File: src/rtl/i2s_pkg.sv
// Shared widths, sample-pair type and frame layout for the I2S transmitter.
package i2s_pkg;

  localparam int SMPL_W     = 24;
  localparam int SLOT_W     = 32;
  localparam int FRAME_BITS = 64;
  localparam int PAD_W      = SLOT_W - SMPL_W - 1;

  typedef struct packed {
    logic [SMPL_W-1:0] lft;
    logic [SMPL_W-1:0] rght;
  } smpl_pair_t;

  // Each slot opens with one zero bit so the MSB lands one sclk after the ws edge.
  function automatic logic [FRAME_BITS-1:0] build_frame(input smpl_pair_t p);
    return {1'b0, p.lft, {PAD_W{1'b0}}, 1'b0, p.rght, {PAD_W{1'b0}}};
  endfunction

endpackage

File: src/rtl/i2s_clk_gen.sv
// Bit-clock divider, falling-edge strobe and 64-position bit counter.
module i2s_clk_gen #(
  parameter int SCLK_HALF = 16
) (
  input  logic       clk,
  input  logic       rst,
  output logic       sclk,
  output logic       fall_strb,
  output logic [5:0] bit_cnt
);

  localparam int DIV_W = (SCLK_HALF > 2) ? $clog2(SCLK_HALF) : 1;
  localparam logic [DIV_W-1:0] DIV_TC = DIV_W'(SCLK_HALF - 1);

  logic [DIV_W-1:0] div_cnt;
  logic             div_tc;

  assign div_tc    = (div_cnt == DIV_TC);
  // High in the clk whose edge drives sclk from 1 to 0.
  assign fall_strb = div_tc & sclk;

  always_ff @(posedge clk) begin
    if (rst) begin
      div_cnt <= '0;
      sclk    <= 1'b0;
      bit_cnt <= 6'd63;
    end else begin
      if (div_tc) begin
        div_cnt <= '0;
        sclk    <= ~sclk;
      end else begin
        div_cnt <= div_cnt + DIV_W'(1);
      end
      if (fall_strb) begin
        bit_cnt <= bit_cnt + 6'd1;
      end
    end
  end

endmodule

File: src/rtl/i2s_xmtr.sv
// Master-mode I2S transmitter: one-deep sample holding register feeding a 64-bit frame shifter.
module i2s_xmtr
  import i2s_pkg::*;
#(
  parameter int SCLK_HALF = 16
) (
  input  logic              clk,
  input  logic              rst,
  input  logic [SMPL_W-1:0] lft_smpl,
  input  logic [SMPL_W-1:0] rght_smpl,
  input  logic              smpl_vld,
  output logic              smpl_rdy,
  output logic              I2S_sclk,
  output logic              I2S_ws,
  output logic              I2S_data,
  output logic              frame_start,
  output logic              underrun
);

  logic                  fall_strb;
  logic [5:0]            bit_cnt;
  logic [5:0]            nxt_bit;
  logic                  load;
  logic                  capture;
  logic                  hold_full;
  smpl_pair_t            hold;
  logic [FRAME_BITS-1:0] frame_vec;
  logic [FRAME_BITS-1:0] shreg;

  i2s_clk_gen #(
    .SCLK_HALF (SCLK_HALF)
  ) u_clk_gen (
    .clk       (clk),
    .rst       (rst),
    .sclk      (I2S_sclk),
    .fall_strb (fall_strb),
    .bit_cnt   (bit_cnt)
  );

  assign nxt_bit   = bit_cnt + 6'd1;
  assign load      = fall_strb & (bit_cnt == 6'd63);
  assign capture   = smpl_vld & ~hold_full;
  assign smpl_rdy  = ~hold_full;
  assign frame_vec = build_frame(hold);

  // Holding register payload carries no control meaning, so it is left unreset.
  always_ff @(posedge clk) begin
    if (capture) begin
      hold <= '{lft: lft_smpl, rght: rght_smpl};
    end
  end

  // A capture coinciding with an empty-hold load fills hold for the following frame.
  always_ff @(posedge clk) begin
    if (rst) begin
      hold_full <= 1'b0;
    end else if (load && hold_full) begin
      hold_full <= 1'b0;
    end else if (capture) begin
      hold_full <= 1'b1;
    end
  end

  always_ff @(posedge clk) begin
    if (rst) begin
      shreg       <= '0;
      I2S_ws      <= 1'b1;
      I2S_data    <= 1'b0;
      frame_start <= 1'b0;
      underrun    <= 1'b0;
    end else begin
      frame_start <= 1'b0;
      underrun    <= 1'b0;
      if (fall_strb) begin
        I2S_ws <= nxt_bit[5];
        if (load) begin
          frame_start <= 1'b1;
          if (hold_full) begin
            shreg    <= frame_vec;
            I2S_data <= frame_vec[FRAME_BITS-1];
          end else begin
            shreg    <= '0;
            I2S_data <= 1'b0;
            underrun <= 1'b1;
          end
        end else begin
          shreg    <= shreg << 1;
          I2S_data <= shreg[FRAME_BITS-2];
        end
      end
    end
  end

endmodule

File: config.mk
export PLATFORM = sky130hd
export DESIGN_NAME = i2s_xmtr
export DESIGN_NICKNAME = d
export VERILOG_FILES = /design/src/rtl/i2s_pkg.sv /design/src/rtl/i2s_clk_gen.sv /design/src/rtl/i2s_xmtr.sv
export SDC_FILE = /design/constraint.sdc
export NUM_CORES = 1
export LEC_CHECK = 0
export BUFFER_PORTS_ARGS = -buffer_cell sky130_fd_sc_hd__buf_2
export CORE_ASPECT_RATIO = 1.5
export CORE_MARGIN = 2
export CORE_UTILIZATION = 57
export DETAILED_ROUTE_END_ITERATION = 7
export GPL_ROUTABILITY_DRIVEN = 1
export GPL_TIMING_DRIVEN = 0
export PLACE_DENSITY_LB_ADDON = 0.12
export SLEW_MARGIN = 10
export SYNTH_ARGS = -nofsm -noshare
export SYNTH_HDL_FRONTEND = slang
export SYNTH_SLANG_ARGS = --single-unit
File: constraint.sdc
create_clock -name clk -period 4.6 [get_ports clk]
set_input_delay 0.92 -clock clk [delete_from_list [all_inputs] [get_ports clk]]
set_output_delay 0.92 -clock clk [all_outputs]
set_load 0.005 [all_outputs]
* Yosys cells after proc, flatten, opt, wreduce, memory -nomap -nowiden
Cells that the tools add are included.
Word-level totals: bits in registers 127, output and inout port bits 6, logic and storage cells 32, bits of input ports 51
Cells by class: eq/ne operators 2, add/sub/neg operators 2, multiplexer cells 5, reductions and logical operators 5, bitwise gates (word level) 7
Operator list (number):
- 63-bit 2-to-1 mux | 2
- 6-bit by 1-bit adder with 6-bit output (second input constant) | 1
- 6-bit equality test (second input constant) | 1
- 2-bit OR reduction | 3
- 4-bit by 1-bit adder with 4-bit output (second input constant) | 1
- 4-bit equality test (second input constant) | 1
- 1-bit inverter | 4
- 1-bit AND | 3
- 1-bit 2-to-1 mux | 3
- 3-bit OR reduction | 1
- 1-bit logical AND | 1

* Logic depth before layout (Yosys ltp)
depth after elaboration 5, mapped depth 7, gate-level depth less buffers 4

* Hierarchy
From an unflattened synthesis, not the netlist that was laid out.
Second synthesis, totals: cells, all modules 438, area total of the unflattened synthesis 4723.3 um^2
By module, submodules not included:
- i2s_xmtr | instances 1, area each 4271.6 um^2, sequential area each 2662.6 um^2, cells each 391
- i2s_clk_gen | instances 1, area each 451.7 um^2, sequential area each 220.2 um^2, cells each 47

* Least setup slack after synthesis
Ideal clock, no wire load.
path kind input to register, start point in smpl_vld, end point reg hold, in the netlist frame_vec[10], enable pin, setup time 459 ps, arrival time 3051 ps, path slack 1090 ps, buffers on the path 0, data required time 4141 ps, stages 1, cells stage by stage nor2b_1
Between the ends: word-level cells in the longest chain between the ends 1
RTL lines:
- start, declared | RTL line i2s_xmtr.sv:11 | input logic smpl_vld,
- 1-bit AND | RTL line i2s_xmtr.sv:42 | assign capture = smpl_vld & ~hold_full;
- end signal, assigned | RTL line i2s_xmtr.sv:49 | hold <= '{lft: lft_smpl, rght: rght_smpl};
- end, declared | RTL line i2s_xmtr.sv:26 | smpl_pair_t hold;
No other way between the ends. A chain may end at the register's enable or synchronous reset.

* Worst setup path after layout
start point reg hold_full, end point out smpl_rdy
Between the ends: word-level cells in the longest chain between the ends 1
RTL lines:
- start, declared | RTL line i2s_xmtr.sv:25 | logic hold_full;
- start signal, assigned | RTL line i2s_xmtr.sv:56 | hold_full <= 1'b0;
- start signal, assigned | RTL line i2s_xmtr.sv:58 | hold_full <= 1'b0;
- start signal, assigned | RTL line i2s_xmtr.sv:60 | hold_full <= 1'b1;
- 1-bit inverter | RTL line i2s_xmtr.sv:43 | assign smpl_rdy = ~hold_full;
- end, declared | RTL line i2s_xmtr.sv:12 | output logic smpl_rdy,
No other way between the ends.

==> results by group <==
STA
  – Fmax: 494 MHz
  – RSZ-0062 raised after global routing: no
  – Slew HR: around half
  – Skew final: about 0.0074 ns
  – Fin. max-slew vios: 0
  – Worst Tran Pin Value: 0.727 ns
  – Setup tns final: 0 ns
  – Crit share post-route: 44.0%
  – Fin. Hold Viols: 0
  – Minimum clock period after layout: 2.02 ns
  – Setup violators final: 0

Power and ir drop
  – Combinational power share: 3.2%
  – Clock Power Share: 52.3%
  – P_int: 2070 µW
  – Sw frac: 19.2%
  – Leakage: 0.00198 µW
  – Flop pwr share: between 40 and 50%
  – PwrDens: 447 nW/µm²
  – Power, Total: 2560 µW
  – Worst VDD drop: 0.000382 V
  – Net Switching: 492 µW

Clock tree
  – CTS buffer count: 17
  – CTS Hold Bufs: 0
  – Post-CTS sizing: 0
  – CTS tree: done
  – Postcts setup bufs: 0
  – Root buffer cell: clkbuf_16
  – Clk_lat worst skew: between 0.4 and 0.5 ns
  – Clock Pin Slew Worst Setup and Hold Paths: 0.05 ns
  – Clk sink count: 119
  – H-tree levels: 4
  – Clk buf depth: 2

Critical path
  – Kind of critical path: reg2out
  – R2R depth: 6
  – FF-to-FF End: shreg[57]$_SDFFE_PP0N_
  – Flop2flop setup slack: 2.79 ns
  – Crit path DAT: between 1 and 1.5 ns
  – Launch point of the worst path: hold_full$_SDFFE_PP0P_
  – Critical path capture point type: output port
  – CP peak stage delay: between 0.4 and 0.5 ns
  – Crit path max-delay family: flip-flops
  – Reg-to-reg startpoint: u_clk_gen.div_cnt[0]$_SDFF_PP0_
  – Worst setup SP type: flop
  – Worst-path fanout max: 6
  – Worst-path cell chain: inv_1 -> buf_2
  – Crit path required time: roughly 3.7 ns
  – Slowest-stage cell, CP: dfxtp_1
  – Sum of buffers and inverters on the critical path: 2

Route
  – Routed len/inst: 15.8 µm
  – Vias per cell: 5.91
  – Post-route ant nets: 0
  – Final wirelength: 9930 µm
  – Via Count: 3,704
  – Router iterations before antenna repair: 4
  – Iteration-0 DRC Markers: 290
  – Residual DRC count: 0

Synth
  – Gate Count Post-Synth: 434
  – Synth unique cells: 32
  – Post-Syn Nets: 487
  – Main synth FF type: dfxtp_1
  – Post-synthesis cell area: ~4700 µm²
  – Mean post-synth cell area: 10.8 µm²
  – Post-synth EDFFs: 48
  – Synthesis Warnings: 0
  – Async S/R FF share, synth: 0%
  – Sequential area share after synthesis: 61.3%
  – FF+latch count, synth: 119

Layout
  – Most frequent cells in the layout: buf_2 (72), dfxtp_1 (71), o21ai_0 (52)
  – N_diodes: 0
  – Nets: 562
  – Commonest non-fill, non-tap cell in the layout: buf_2
  – Fillers: around 580
  – Area growth syn-to-layout: 22.5%
  – Share of cells above drive strength 1: 22.0%

Worst hold path
  – Hold path depth: 2
  – Hold_sp: shreg[7]$_SDFFE_PP0N_
  – Worst Hold Class: reg2reg
  – Hold Crit Endpoint: shreg[7]$_SDFFE_PP0N_

Floorplan
  – Starting Density: 58.4%
  – Die area: roughly 9000 µm²
  – Std-Cell Rows: 40
  – # IOs: 57
  – Die height: 115 µm
  – Core Region: between 8000 and 9000 µm²
  – Die X: slightly below 80 µm

Place
  – Post-DP HPWL: 6560 µm
  – IO Port Bufs: between 50 and 60
  – GP Congestion: 0.826

Job
  – Max_cap viols: 0

Run status
  – Status: finished, final reports clean

GRT
  – Largest net degree at the start of global routing: 26
  – GRT Util Overall: 23.7%
  – GR Overflow Total: 0
  – First-pass GRT wire length: 16,300 µm
  – Initial antenna violation count: 0
  – Vias in the first global route: 3,497
## through the flow
stage	area (µm²)	util, %	std cells	setup slack (ns)	hold slack, ns
floorplan	4670	-	434	1.09	0.428
global placement	5080	63.4	594	0.183	0.441
detailed placement	5110	63.9	595	2.37	0.445
CTS	5720	71.5	627	2.57	0.453
global route	5720	71.5	627	2.53	0.468
finish	5720	71.5	627	2.58	0.451
## logic make-up after synthesis
logic type / share of synthesized area [%]
DFF: 61.3
adders and majority gates: 0.535
and+or+nand+nor: 14.7
AOI/OAI and AO/OA: 17.5
buffers and inverters: 5.43
xor gates and xnor gates: 0.562
## per-layer routing
layer	track usage [%]	share of wire, %	vias to the layer above
met5	0	0	-
met4	11.8	2.0	0
met3	6.20	5.7	17
met2	39.3	50	124
met1	28.7	42	1744
li1	-	-	1819
## state kept, by name, indices dropped and copies added, names as in the netlist, 4 cells and up
signal	cells
u_clk_gen.div_cnt	4
frame_vec	48
shreg	56
u_clk_gen.bit_cnt	5
## worst reg2reg max path, delay by kind of cell (launching register included)
family / cells / cell delay [ns]
buf+inv: 3 / 0.67
flops: 1 / 0.37
compound gates: 1 / 0.14
simple gates: 1 / 0.22
fa+ha+maj: 1 / 0.26
## power groups by stage
stage               clock (µW)  combinational, µW  sequential, µW
detailed placement           0               81.4            1160
finish                    1340               81.0            1140
global route              1400               89.1            1140
floorplan                    0               42.7            1160
CTS                       1360               81.6            1140
global placement             0               73.9            1160
## cell type report
cell class | instances | area, µm² | area share (%)
Multi-Input combinational cell | 263 | 1560 | 27.3
Tap cell | 105 | 131 | 2.30
Buffer | 49 | 243 | 4.24
Timing Repair Buffer | 56 | 303 | 5.29
Clock inverter | 9 | 121 | 2.12
Clock buffer | 23 | 488 | 8.52
Sequential cell | 119 | 2860 | 50.0
Inverter | 3 | 11.3 | 0.197
## Yosys cell counts, types with 2 or more instances
cell type / number / area (µm²)
and2_1: 2 / 12.5
clkbuf_1: 20 / 75.1
a21oi_1: 13 / 65.1
o211ai_1: 9 / 67.6
buf_1: 2 / 7.51
or4_1: 2 / 15.0
o21ai_0: 52 / 260
ha_1: 2 / 25.0
nand3_1: 5 / 25.0
buf_4: 10 / 75.1
and3_1: 3 / 18.8
inv_1: 3 / 11.3
or3_1: 2 / 12.5
nand4_1: 48 / 300
xnor2_1: 3 / 26.3
nor3_1: 2 / 10.0
nor2_1: 49 / 184
edfxtp_1: 48 / 1440
a311oi_1: 46 / 403
nand2_1: 15 / 56.3
buf_2: 17 / 85.1
dfxtp_1: 71 / 1420
## worst max path at each step
stage | to | slack, ns | depth (start not counted)
floorplan | frame_vec[10]$_DFFE_PP_ | 1.09 | 1
global placement | frame_vec[39]$_DFFE_PP_ | 0.18 | 2
detailed placement | frame_vec[39]$_DFFE_PP_ | 2.37 | 3
CTS | smpl_rdy | 2.57 | 2
global route | smpl_rdy | 2.53 | 2
finish | smpl_rdy | 2.58 | 2
No activity file was read; power rests on OpenSTA's default activity.
